===== config.mk =====
export PLATFORM = sky130hd
export DESIGN_NAME = val_matrix_seq
export DESIGN_NICKNAME = d
export VERILOG_FILES = /design/src/rtl/val_matrix_seq.sv
export SDC_FILE = /design/constraint.sdc
export NUM_CORES = 1
export LEC_CHECK = 0
export CORE_ASPECT_RATIO = 0.75
export CORE_MARGIN = 2
export CORE_UTILIZATION = 30
export CTS_CLUSTER_DIAMETER = 30
export CTS_CLUSTER_SIZE = 24
export DETAILED_ROUTE_END_ITERATION = 8
export GPL_TIMING_DRIVEN = 0
export PLACE_DENSITY = 0.56
export SLEW_MARGIN = 30
export SYNTH_ARGS = -nofsm -noshare
export SYNTH_HDL_FRONTEND = slang
export SYNTH_SLANG_ARGS = --single-unit

===== constraint.sdc =====
create_clock -name clk -period 2.3 [get_ports clk]
set_input_delay 0.23 -clock clk [delete_from_list [all_inputs] [get_ports clk]]
set_output_delay 0.23 -clock clk [all_outputs]
set_load 0.1 [all_outputs]

===== src/rtl/val_matrix_seq.sv =====
// Frame sequencer: loads a ROWS x COLS matrix row-major from a stream, strobes it out in parallel,
// then drains it element by element. Define VAL_MATRIX_SEQ_TRANSPOSE_EN for column-major drain order.
module val_matrix_seq #(
  parameter  int ROWS  = 3,
  parameter  int COLS  = 7,
  parameter  int WIDTH = 4,
  localparam int RW    = (ROWS > 1) ? $clog2(ROWS) : 1,
  localparam int CW    = (COLS > 1) ? $clog2(COLS) : 1
) (
  input  logic             clk,
  input  logic             rst,
  input  logic             abort,
  input  logic             i_valid,
  output logic             i_ready,
  input  logic [WIDTH-1:0] i_data,
  output logic [WIDTH-1:0] mat [ROWS][COLS],
  output logic             mat_vld,
  output logic             o_valid,
  input  logic             o_ready,
  output logic [WIDTH-1:0] o_data,
  output logic [RW-1:0]    o_row,
  output logic [CW-1:0]    o_col,
  output logic             o_last,
  output logic             busy
);

  typedef enum logic {LOAD, DRAIN} state_t;

  state_t        r_state;
  state_t        w_state_nxt;
  logic [RW-1:0] r_row;
  logic [CW-1:0] r_col;
  logic          w_in_hs;
  logic          w_out_hs;
  logic          w_adv;
  logic          w_at_end;
  logic          w_col_major;

  assign w_in_hs  = i_valid && i_ready;
  assign w_out_hs = o_valid && o_ready;
  assign w_at_end = (r_row == RW'(ROWS - 1)) && (r_col == CW'(COLS - 1));
  assign w_adv    = (r_state == LOAD) ? w_in_hs : w_out_hs;

`ifdef VAL_MATRIX_SEQ_TRANSPOSE_EN
  assign w_col_major = (r_state == DRAIN);
`else
  assign w_col_major = 1'b0;
`endif

  always_ff @(posedge clk) begin
    if (!rst || abort) r_state <= LOAD;
    else               r_state <= w_state_nxt;
  end

  // i_ready is held low while reset is asserted so nothing is accepted during reset
  always_comb begin
    w_state_nxt = r_state;
    i_ready     = 1'b0;
    o_valid     = 1'b0;
    case (r_state)
      LOAD: begin
        i_ready = rst;
        if (w_in_hs && w_at_end) w_state_nxt = DRAIN;
      end
      DRAIN: begin
        o_valid = 1'b1;
        if (w_out_hs && w_at_end) w_state_nxt = LOAD;
      end
      default: w_state_nxt = LOAD;
    endcase
  end

  // one shared row/col counter serves as write pointer in LOAD and read pointer in DRAIN
  always_ff @(posedge clk) begin
    if (!rst || abort) begin
      r_row <= '0;
      r_col <= '0;
    end else if (w_adv) begin
      if (w_at_end) begin
        r_row <= '0;
        r_col <= '0;
      end else if (w_col_major) begin
        if (r_row == RW'(ROWS - 1)) begin
          r_row <= '0;
          r_col <= r_col + CW'(1);
        end else begin
          r_row <= r_row + RW'(1);
        end
      end else begin
        if (r_col == CW'(COLS - 1)) begin
          r_col <= '0;
          r_row <= r_row + RW'(1);
        end else begin
          r_col <= r_col + CW'(1);
        end
      end
    end
  end

  // abort leaves the buffer untouched; only reset clears it
  always_ff @(posedge clk) begin
    if (!rst) begin
      for (int r = 0; r < ROWS; r++)
        for (int c = 0; c < COLS; c++)
          mat[r][c] <= '0;
    end else if (w_in_hs && !abort) begin
      mat[r_row][r_col] <= i_data;
    end
  end

  always_ff @(posedge clk) begin
    if (!rst || abort) begin
      mat_vld <= 1'b0;
      busy    <= 1'b0;
    end else begin
      mat_vld <= w_in_hs && w_at_end;
      if (w_in_hs)                   busy <= 1'b1;
      else if (w_out_hs && w_at_end) busy <= 1'b0;
    end
  end

  assign o_data = mat[r_row][r_col];
  assign o_row  = r_row;
  assign o_col  = r_col;
  assign o_last = (r_state == DRAIN) && w_at_end;

endmodule


==> summary.txt, run 1 <==
status -> complete, but fails checks
violated checks -> negative setup slack
Setup WS post-layout -> -0.1288 ns
IO Pins -> 107
Peak VDD IR -> 0.0003462 V
worst-path cell chain -> buf_4, mux2i_1, o2bb2ai_1, o211ai_1, a32oi_4, buf_12
via count -> 3954
fillers -> 1369
slowest CP cell -> dfxtp_4
largest net degree at the start of global routing -> 15
Max Cap Viol -> 0
number of failing hold endpoints at the final stage -> 0
Seq. cell area -> 1901 um^2
Max clock buf depth -> 2
Crit. End Element -> primary output
I/O Buffers -> 106
drt initial violations -> 242
Reg clk slew, reported paths -> 0.07 ns
worst skew pair latency -> 0.35 ns
die width -> 145.3 um
Net Count, Synth -> 449
Buf/Inv on CP -> 2
routability cong. -> 0.8879
crit-path max FO -> 10
hold path depth -> 2
Routed WL -> 16110 um
hpwl dp -> 11610 um
total grt overflow -> 0
ANT nets after route -> 0
register area share after synthesis -> 0.4100
drc violations -> 0
Syn Area/Cell -> 10.21 um^2
clk sinks -> 92
first-pass GRT wire length -> 23600 um
Total Routing Usage GR -> 0.1992
Worst R2R Path Depth -> 6
Yosys top cell by area -> dfxtp_1
RSZ-0062 raised after global routing -> true
Num CTS Buffers -> 9
number of synthesized flops with an enable pin -> 0
synth warn -> 0
Tcrit/Tclk final -> 1.056
Syn Inst Count -> 440
HP Class -> in -> reg
WHS -> 0.4737 ns
Synth area leaders -> dfxtp_1 (41%), mux2i_1 (22%), nor2b_1 (12%)
Pwr Density -> 488.6 nW/um^2
ANT cells -> 0
Worst Path Arrival -> 2.20 ns
synthesized flop and latch total -> 92
initial antenna violation count -> 0
Worst Skew -> 0.008950 ns
mapped cell area -> 4492 um^2
Slew HR -> 0.3343
most frequently used flop master after synthesis -> dfxtp_1
Die Y -> 110.0 um
Die ar. -> 15980 um^2
H-tree levels -> 3
Synth top area share -> 0.4100
Power, Total -> 3236 uW
Layout area overhead -> 47.44%
Pre-antenna DRT Iters -> 5
Final Non-Filler Cells -> 779
clk root buf -> clkbuf_16
CTS tree -> built
Cell Rows -> 38
Final min period -> 2.429 ns
most frequent cells after synthesis -> mux2i_1 (97), dfxtp_1 (92), nor2b_1 (88), clkbuf_1 (24), mux2_2 (18)
Final setup viols -> 4
Max Clk Rate -> 411.7 MHz
Crit. path cell count -> 6
count leader, synth -> mux2i_1
count of different cell masters after synthesis -> 43
layout cell share with drive strength beyond 1 -> 0.2470
asr flop ratio synth -> 0
Slew @ Worst Pin -> 0.9955 ns
nature of the critical path startpoint -> flip-flop
kind of cell adding the most delay to the critical path -> compound AO/OA/AOI/OAI gates
WL/cell -> 20.68 um
Leak -> 0.002666 uW
Final Max Slew Viols -> 0
Core ar. -> 14550 um^2
dpl cells -> 746
multi-input gate area in the final layout -> 2654 um^2
critical path class -> reg -> out
Req. time, crit path -> 2.07 ns
via count of the first global-routing pass -> 3831
slowest cell delay on critical path -> 0.44 ns
Starting Density -> 0.3087
nets -> 583
Via density -> 5.076
cells in the final DEF, fill, tap and decap left out, types with 3 or more instances in the layout:
cell type,count
clkdlybuf4s50_1,99
mux2i_1,93
nor2b_1,86
dfxtp_1,53
dfxtp_2,35
clkbuf_1,22
buf_4,18
mux2_2,17
nand3_1,15
clkbuf_16,9
buf_12,8
nor2_1,7
a221oi_2,6
o2bb2ai_1,6
buf_2,6
a21oi_1,5
nand2_1,5
clkinv_2,4
a22oi_1,4
a221oi_1,4
dfxtp_4,4
clkbuf_2,3
inv_1,3
or3_4,3
clkbuf_4,3
buf_6,3
a221o_1,3
o211ai_1,3
a211o_1,3
a32oi_4,3
o2bb2ai_2,3
mux2i_4,3
nor3b_1,3
cell families (layout without fill, tap and decap cells):
kind of cell,after synthesis,count (layout),synth area share
AO/OA/AOI/OAI,51,51,0.09081
AND/OR/NAND/NOR,136,136,0.1883
flip-flops,92,92,0.4100
multiplexers,116,116,0.2663
buffers and inverters,45,184,0.04457
report_power, final:
| group | switching [uW] | internal [uW] |
|---|---|---|
| sequential | 3.74 | 1590 |
| clock | 631 | 759 |
| combinational | 166 | 83.7 |
| total | 801 | 2440 |
repair_timing:
| action | 4_1_cts | 5_1_grt |
|---|---|---|
| resized for setup | 81 | 12 |
| endpoints found under the setup margin | 6 | 6 |
| buffers inserted | 15 | 3 |
| cloned | 1 | 0 |
| pin swaps | 9 | 3 |
| hold buffers | 0 | 0 |
flip-flops by register name, summed over array words and instances, names as in the netlist:
| register | count |
|---|---|
| mat | 84 |
| busy | 1 |
| r_state | 1 |
| o_row | 2 |
| mat_vld | 1 |
| o_col | 3 |
per-layer routing:
metal	global-route usage	wire length, um
met5	0	0
met3	0.03909	993
met4	0.03922	119
met1	0.2917	7994
met2	0.3057	7005
cell type report:
class,count,share of cell area
multi-input combinational,303,0.4007
tap,200,0.03779
sequential,92,0.2870
inverter,5,0.003590
clock inverter,3,0.002267
buffer,38,0.03552
clock buffer,13,0.03779
timing repair buffer,125,0.1954
worst reg2reg max path, delay by kind of cell (launching register included):
family | cells | cell delay (ns)
and+or+nand+nor | 3 | 0.97
muxes | 1 | 0.27
DFF | 1 | 0.40
buffers and inverters | 2 | 0.29
final timing paths:
| check | start | to | slack [ns] |
|---|---|---|---|
| hold reg to reg | busy | busy | 0.48 |
| hold / removal | o_ready | r_state | 0.47 |
| setup / recovery | o_row[0] | o_data[0] | -0.13 |
| setup reg to reg | o_row[0] | mat[56] | 0.26 |
through the flow:
step	util	setup slack, ns	setup TNS (ns)	cell area (um^2)
global placement	0.4100	-1.078	-4.735	5964
CTS	0.4508	-0.09954	-0.3741	6559
finish	0.4552	-0.1288	-0.4600	6623
detailed placement	0.4100	-1.076	-5.546	5964
global route	0.4552	-0.1733	-0.6429	6623
floorplan	-	-0.2500	-0.4149	4653
Note: power is estimated with default switching activity, not from simulation.
==> run 2, diff against run 1 <==
- CORE_ASPECT_RATIO: 0.75 -> not set
- PLACE_DENSITY: 0.56 -> 0.58
- clock period: 2.3 -> 2.1 ns (I/O delays scaled with it)
==> run 2 against run 1 <==
The flow still finishes with violations (negative setup slack). Total power is 14% higher. Worst hold slack gained 0.015 ns. Via count down 1.8%. Sequential power rose by 9%. Worst setup slack worse by 0.24 ns. Final cell count shrank 3.2%. Core utilization fell by 0.48 points. Die area about the same. Wire length decreased by 2.4%. Sequential cell count unchanged. First-iteration DRC count down 14%. Highest routed layer unchanged.
==> summary.txt, run 2 (synthesis gave the netlist of run 1 again) <==
status -> complete, but fails checks
violated checks -> negative setup slack
Peak VDD IR -> 0.0004282 V (+24%)
Critical Path Source -> o_row[0]
initial antenna violation count -> 0 (unchanged)
Comb pwr share -> 0.073 (-0.004)
total grt overflow -> 0 (unchanged)
Cell Area, Placed -> 5951 um^2 (-0.23%)
nature of the critical path startpoint -> flip-flop
Tcrit/Tclk final -> 1.174
Die ar. -> 15970 um^2 (about the same)
Worst R2R Setup Slack -> 0.05 ns (-0.21 ns)
Num CTS Buffers -> 9 (unchanged)
most frequent cells in the layout -> mux2i_1 (93), nor2b_1 (86), clkdlybuf4s50_1 (67)
first-pass GRT wire length -> 23660 um (+0.24%)
Die Y -> 126.4 um (+15%)
Core ar. -> 14590 um^2 (+0.27%)
largest net degree at the start of global routing -> 20 (+5)
hold path depth -> 2 (unchanged)
Req. time, crit path -> 1.89 ns (-0.18 ns)
Total Routing Usage GR -> 0.1952 (-0.003999)
worst min-delay path endpoint -> busy
nets -> 574 (-1.5%)
Via density -> 5.150 (+1.5%)
worst skew pair latency -> 0.34 ns (about the same)
Final Non-Filler Cells -> 754 (-3.2%)
WL/cell -> 20.87 um (+0.89%)
HP Class -> reg -> reg
switching pwr -> 842.9 uW (+5.3%)
Final setup viols -> 4 (unchanged)
dpl cells -> 730 (-2.1%)
hpwl dp -> 11300 um (-2.7%)
switching share of power -> 0.2277 (-0.01969)
Slew HR -> 0.3437 (+0.009437)
Worst Skew -> 0.007127 ns (-0.001824 ns)
hold_buf cts -> 0 (unchanged)
Max Clk Rate -> 405.8 MHz
most common cell after layout, fill and taps aside -> mux2i_1
Final Max Slew Viols -> 0 (unchanged)
Pre-antenna DRT Iters -> 7 (+2)
Crit. End Element -> primary output
critical path class -> reg -> out
CTS tree -> built
clk root buf -> clkbuf_16
clk sinks -> 92 (unchanged)
Starting Density -> 0.3079 (-0.0008473)
Pwr Density -> 563.3 nW/um^2 (+15%)
Reg2Reg Capture Point -> mat[63]
Leak -> 0.003026 uW (+14%)
hold path startpoint -> busy
via count -> 3883 (-1.8%)
Final min period -> 2.464 ns
Max Cap Viol -> 0 (unchanged)
WHS -> 0.4886 ns (+0.01484 ns)
IO Pins -> 107 (unchanged)
number of failing hold endpoints at the final stage -> 0 (unchanged)
Cell Rows -> 44 (+16%)
Routed WL -> 15730 um (-2.4%)
I/O Buffers -> 106 (unchanged)
Final Instance Area -> 6571 um^2 (-0.77%)
Power Internal -> 2858 uW (+17%)
crit-path max FO -> 8 (-2)
Worst R2R Path Depth -> 6 (unchanged)
Slew @ Worst Pin -> 0.9813 ns (-0.01411 ns)
Reg clk slew, reported paths -> 0.07 ns (about the same)
max FFs per register -> 84 (unchanged)
via count of the first global-routing pass -> 3913 (+2.1%)
Setup WS post-layout -> -0.3644 ns (-0.2355 ns)
Final Util -> 0.4504 (-0.004765)
Top reg by flops -> mat
drc violations -> 0 (unchanged)
ANT nets after route -> 0 (unchanged)
drt initial violations -> 207 (-14%)
die width -> 126.4 um (-13%)
RSZ-0062 raised after global routing -> true
layout cell share with drive strength beyond 1 -> 0.2456 (-0.001364)
ANT cells -> 0 (unchanged)
register share of total power -> 0.472 (-0.021)
Layout area overhead -> 46.30%
RR Startpoint -> o_row[0]
H-tree levels -> 3 (unchanged)
routability cong. -> 0.9045 (+1.9%)
Worst Path Arrival -> 2.25 ns (+0.05 ns)
Max clock buf depth -> 2 (unchanged)
clock share of power -> 0.454 (+0.024)
==> run 2: worst max-delay path, cell delays in order (launching register included) <==
cell and delay (ns):
dfxtp_4 0.36, buf_12 0.13, buf_12 0.14, mux2i_4 0.25
o2bb2ai_2 0.07, mux4_2 0.50, o22a_4 0.27, buf_12 0.17
==> run 2: power groups by stage <==
stage | clock, uW | combinational, uW | sequential [uW]
2_1_floorplan | 0 | 130 | 1820
3_3_place_gp | 0 | 257 | 1790
3_5_place_dp | 0 | 259 | 1790
4_1_cts | 1710 | 269 | 1750
5_1_grt | 1770 | 281 | 1750
6_report | 1680 | 271 | 1750
==> run 2: how the worst max path moves through the flow <==
stage | endpoint | slack (ns)
floorplan | o_data[1] | -0.28
global placement | i_ready | -1.23
detailed placement | i_ready | -1.24
CTS | o_data[0] | -0.35
global route | o_data[3] | -0.39
finish | o_data[3] | -0.36
==> run 2: per-layer routing <==
metal,vias to the layer above,global-route usage,share of wire
li1,1823,-,-
met1,1901,0.2709,0.46
met2,143,0.3142,0.47
met3,16,0.02826,0.052
met4,0,0.06076,0.020
met5,-,0,0
==> run 2: metrics by stage <==
stage	setup TNS [ns]	worst slack (ns)	total power, uW
floorplan	-0.8193	-0.2825	1951
global placement	-9.409	-1.235	2045
detailed placement	-9.877	-1.239	2047
CTS	-1.381	-0.3504	3725
global route	-1.876	-0.3903	3804
finish	-1.404	-0.3644	3701
==> run 2: repair_timing <==
item | CTS | global route
pin swaps | 10 | 4
setup endpoints to repair | 15 | 37
gates cloned | 1 | 0
resized for setup | 89 | 29
buffers inserted | 6 | 3
endpoints found under the hold margin | 0 | 0
==> run 2: final cells by class <==
class,count,area (um^2)
Fill cell,1375,8018
Buffer,38,230.2
Inverter,5,18.77
Timing Repair Buffer,116,1225
Tap cell,184,230.2
Clock buffer,15,277.8
Multi-Input combinational cell,303,2648
Clock inverter,1,30.03
Sequential cell,92,1912
==> edit, RTL diff (settings of run 2) <==
Set the parameter `COLS` to 6 (it was 7).
--- a/src/rtl/val_matrix_seq.sv
+++ b/src/rtl/val_matrix_seq.sv
@@ -2,7 +2,7 @@
 // then drains it element by element. Define VAL_MATRIX_SEQ_TRANSPOSE_EN for column-major drain order.
 module val_matrix_seq #(
   parameter  int ROWS  = 3,
-  parameter  int COLS  = 7,
+  parameter  int COLS  = 6,
   parameter  int WIDTH = 4,
   localparam int RW    = (ROWS > 1) ? $clog2(ROWS) : 1,
   localparam int CW    = (COLS > 1) ? $clog2(COLS) : 1
Ports: changed (resized mat); port bits go from 107 to 95. No check against the original RTL was run, so the function may have changed too.
==> edit against run 2 <==
The flow still finishes with violations (setup timing); area after synthesis shrank 11%; synthesized cell count decreased by 11%; clock skew rose by 0.0011 ns; die area is 11% lower; core utilization decreased by 1.1 points; total power shrank 7.9%; design area is 12% lower; clock power is 5% lower; final cell count decreased by 9.7%; routed wire length fell by 18%; sequential cell count down 12; worst setup slack better by 0.24 ns; critical path type unchanged; critical endpoint is now o_data[1].
==> edit: results (changes against run 2) <==
Setup path
  • CP arrival: 2.01 ns (-0.24 ns)
  • Max Fanout on Critical Path: 8 (unchanged)
  • R2r setup slk: 0.40 ns (+0.35 ns)
  • Endpoint of the worst register-to-register path: mat[65]

Global route
  • Largest net degree at the start of global routing: 14 (-30%)
  • First-pass GRT wire length: 19.31 mm (-18%)
  • GRT Resource Usage Total: 18.16% (-1.4 points)
  • Vias in the first global route: 3399 (-13%)

Routing
  • Total wire length: 12.97 mm (-18%)
  • Routed via count: 3310 (-15%)
  • Iter 0 DRT Violations: 112 (-46%)

Power
  • P_leak: 2.755 nW (-9.0%)
  • Maximum VDD drop: 0.3019 mV (-29%)

Layout
  • Layout cells sized above 1: 23.76% (-0.80 points)
  • Post-layout nets: 509 (-11%)
  • Largest register FFs: 72 (-14%)

Placed design
  • Number of cells after detailed placement: 659 (-9.7%)
  • Placement Setup Slack: -1.090 ns (+0.1484 ns)
  • Routability cong.: 0.9321 (+3.1%)

STA
  • Worst-case clock skew: 0.008242 ns (+0.001115 ns)
  • Slew margin rel.: 34.40% (about the same)
  • Final setup fails: 4 (unchanged)
  • Final setup margin: -0.1228 ns (+0.2416 ns)

Run status
  • Violated checks: setup timing
  • Status: finished, violations left

Hold path
  • Hold Path Class: primary input to flop

Logic synthesis
  • Part of the Yosys area used for sequential elements: 40.05% (-0.95 points)
  • Mapped Nets: 402 (-10%)
  • Post-synth top cells: mux2i_1 (100), dfxtp_1 (80), nor2b_1 (76), clkbuf_1 (19), o221ai_1 (16)
  • Dominant cells by area after synthesis: dfxtp_1 (40%), mux2i_1 (25%), nor2b_1 (12%)
  • Syn Inst Count: 393 (-11%)
  • Yosys cell types: 36 (-16%)
[edit: worst max path at each step]
stage	endpoint	slack [ns]	cells after the start
after global routing	o_data[0]	-0.17	7
after detailed placement	o_data[3]	-1.09	7
final	o_data[1]	-0.12	7
after global placement	o_data[3]	-1.08	7
after CTS	o_data[0]	-0.14	7
after floorplan	o_data[3]	-0.21	6
[edit: repair_timing]
action	in CTS	in global routing
gates resized for setup	98	22
buffers inserted	4	2
pin swaps	6	4
endpoints found under the setup margin	21	22
[edit: per-stage QoR]
step                setup TNS, ns  hold slack, ns
global route              -0.6803          0.4344
global placement           -5.611          0.4809
floorplan                 -0.2673          0.3995
CTS                       -0.5046          0.3923
finish                    -0.4000          0.4010
detailed placement         -5.684          0.4835
[edit: final cells by class]
| type | instances | area [um2] |
|---|---|---|
| Clock buffer | 11 | 242.7 |
| Inverter | 13 | 48.80 |
| Buffer | 32 | 222.7 |
| Timing Repair Buffer | 96 | 1012 |
| Multi-Input combinational cell | 268 | 2323 |
| Sequential cell | 80 | 1653 |
| Clock inverter | 5 | 56.30 |
| Tap cell | 176 | 220.2 |
| Fill cell | 1310 | 7358 |
[edit: critical path: cells and delay by family, from the launching register on]
kind	cells	cell delay [ns]
compound gates	3	0.59
buf+inv	3	0.46
flops	1	0.38
mux	1	0.23
[edit: per-layer routing]
layer	part of all wire, %	vias to the layer above	routed length (um)	track usage, %
li1	-	1597	-	-
met1	46	1604	5964	23.16
met2	47	88	6078	30.04
met3	4.9	21	638	3.975
met4	2.3	0	292	6.691
met5	0	-	0	0
[edit: report_power, final]
part	internal (mW)	switching, mW
Sequential	1.52	0.00403
Clock	0.952	0.648
Combinational	0.0964	0.189
Total	2.57	0.841
[edit: cell families (layout without fill, tap and decap cells)]
family                 Yosys count  in the layout  share of synthesized area [%]
DFF                             80             80                          40.05
AOI/OAI and AO/OA               44             44                          8.542
muxes                          100            100                          25.03
and+or+nand+nor                124            124                          21.28
buffers and inverters           45            157                          5.100
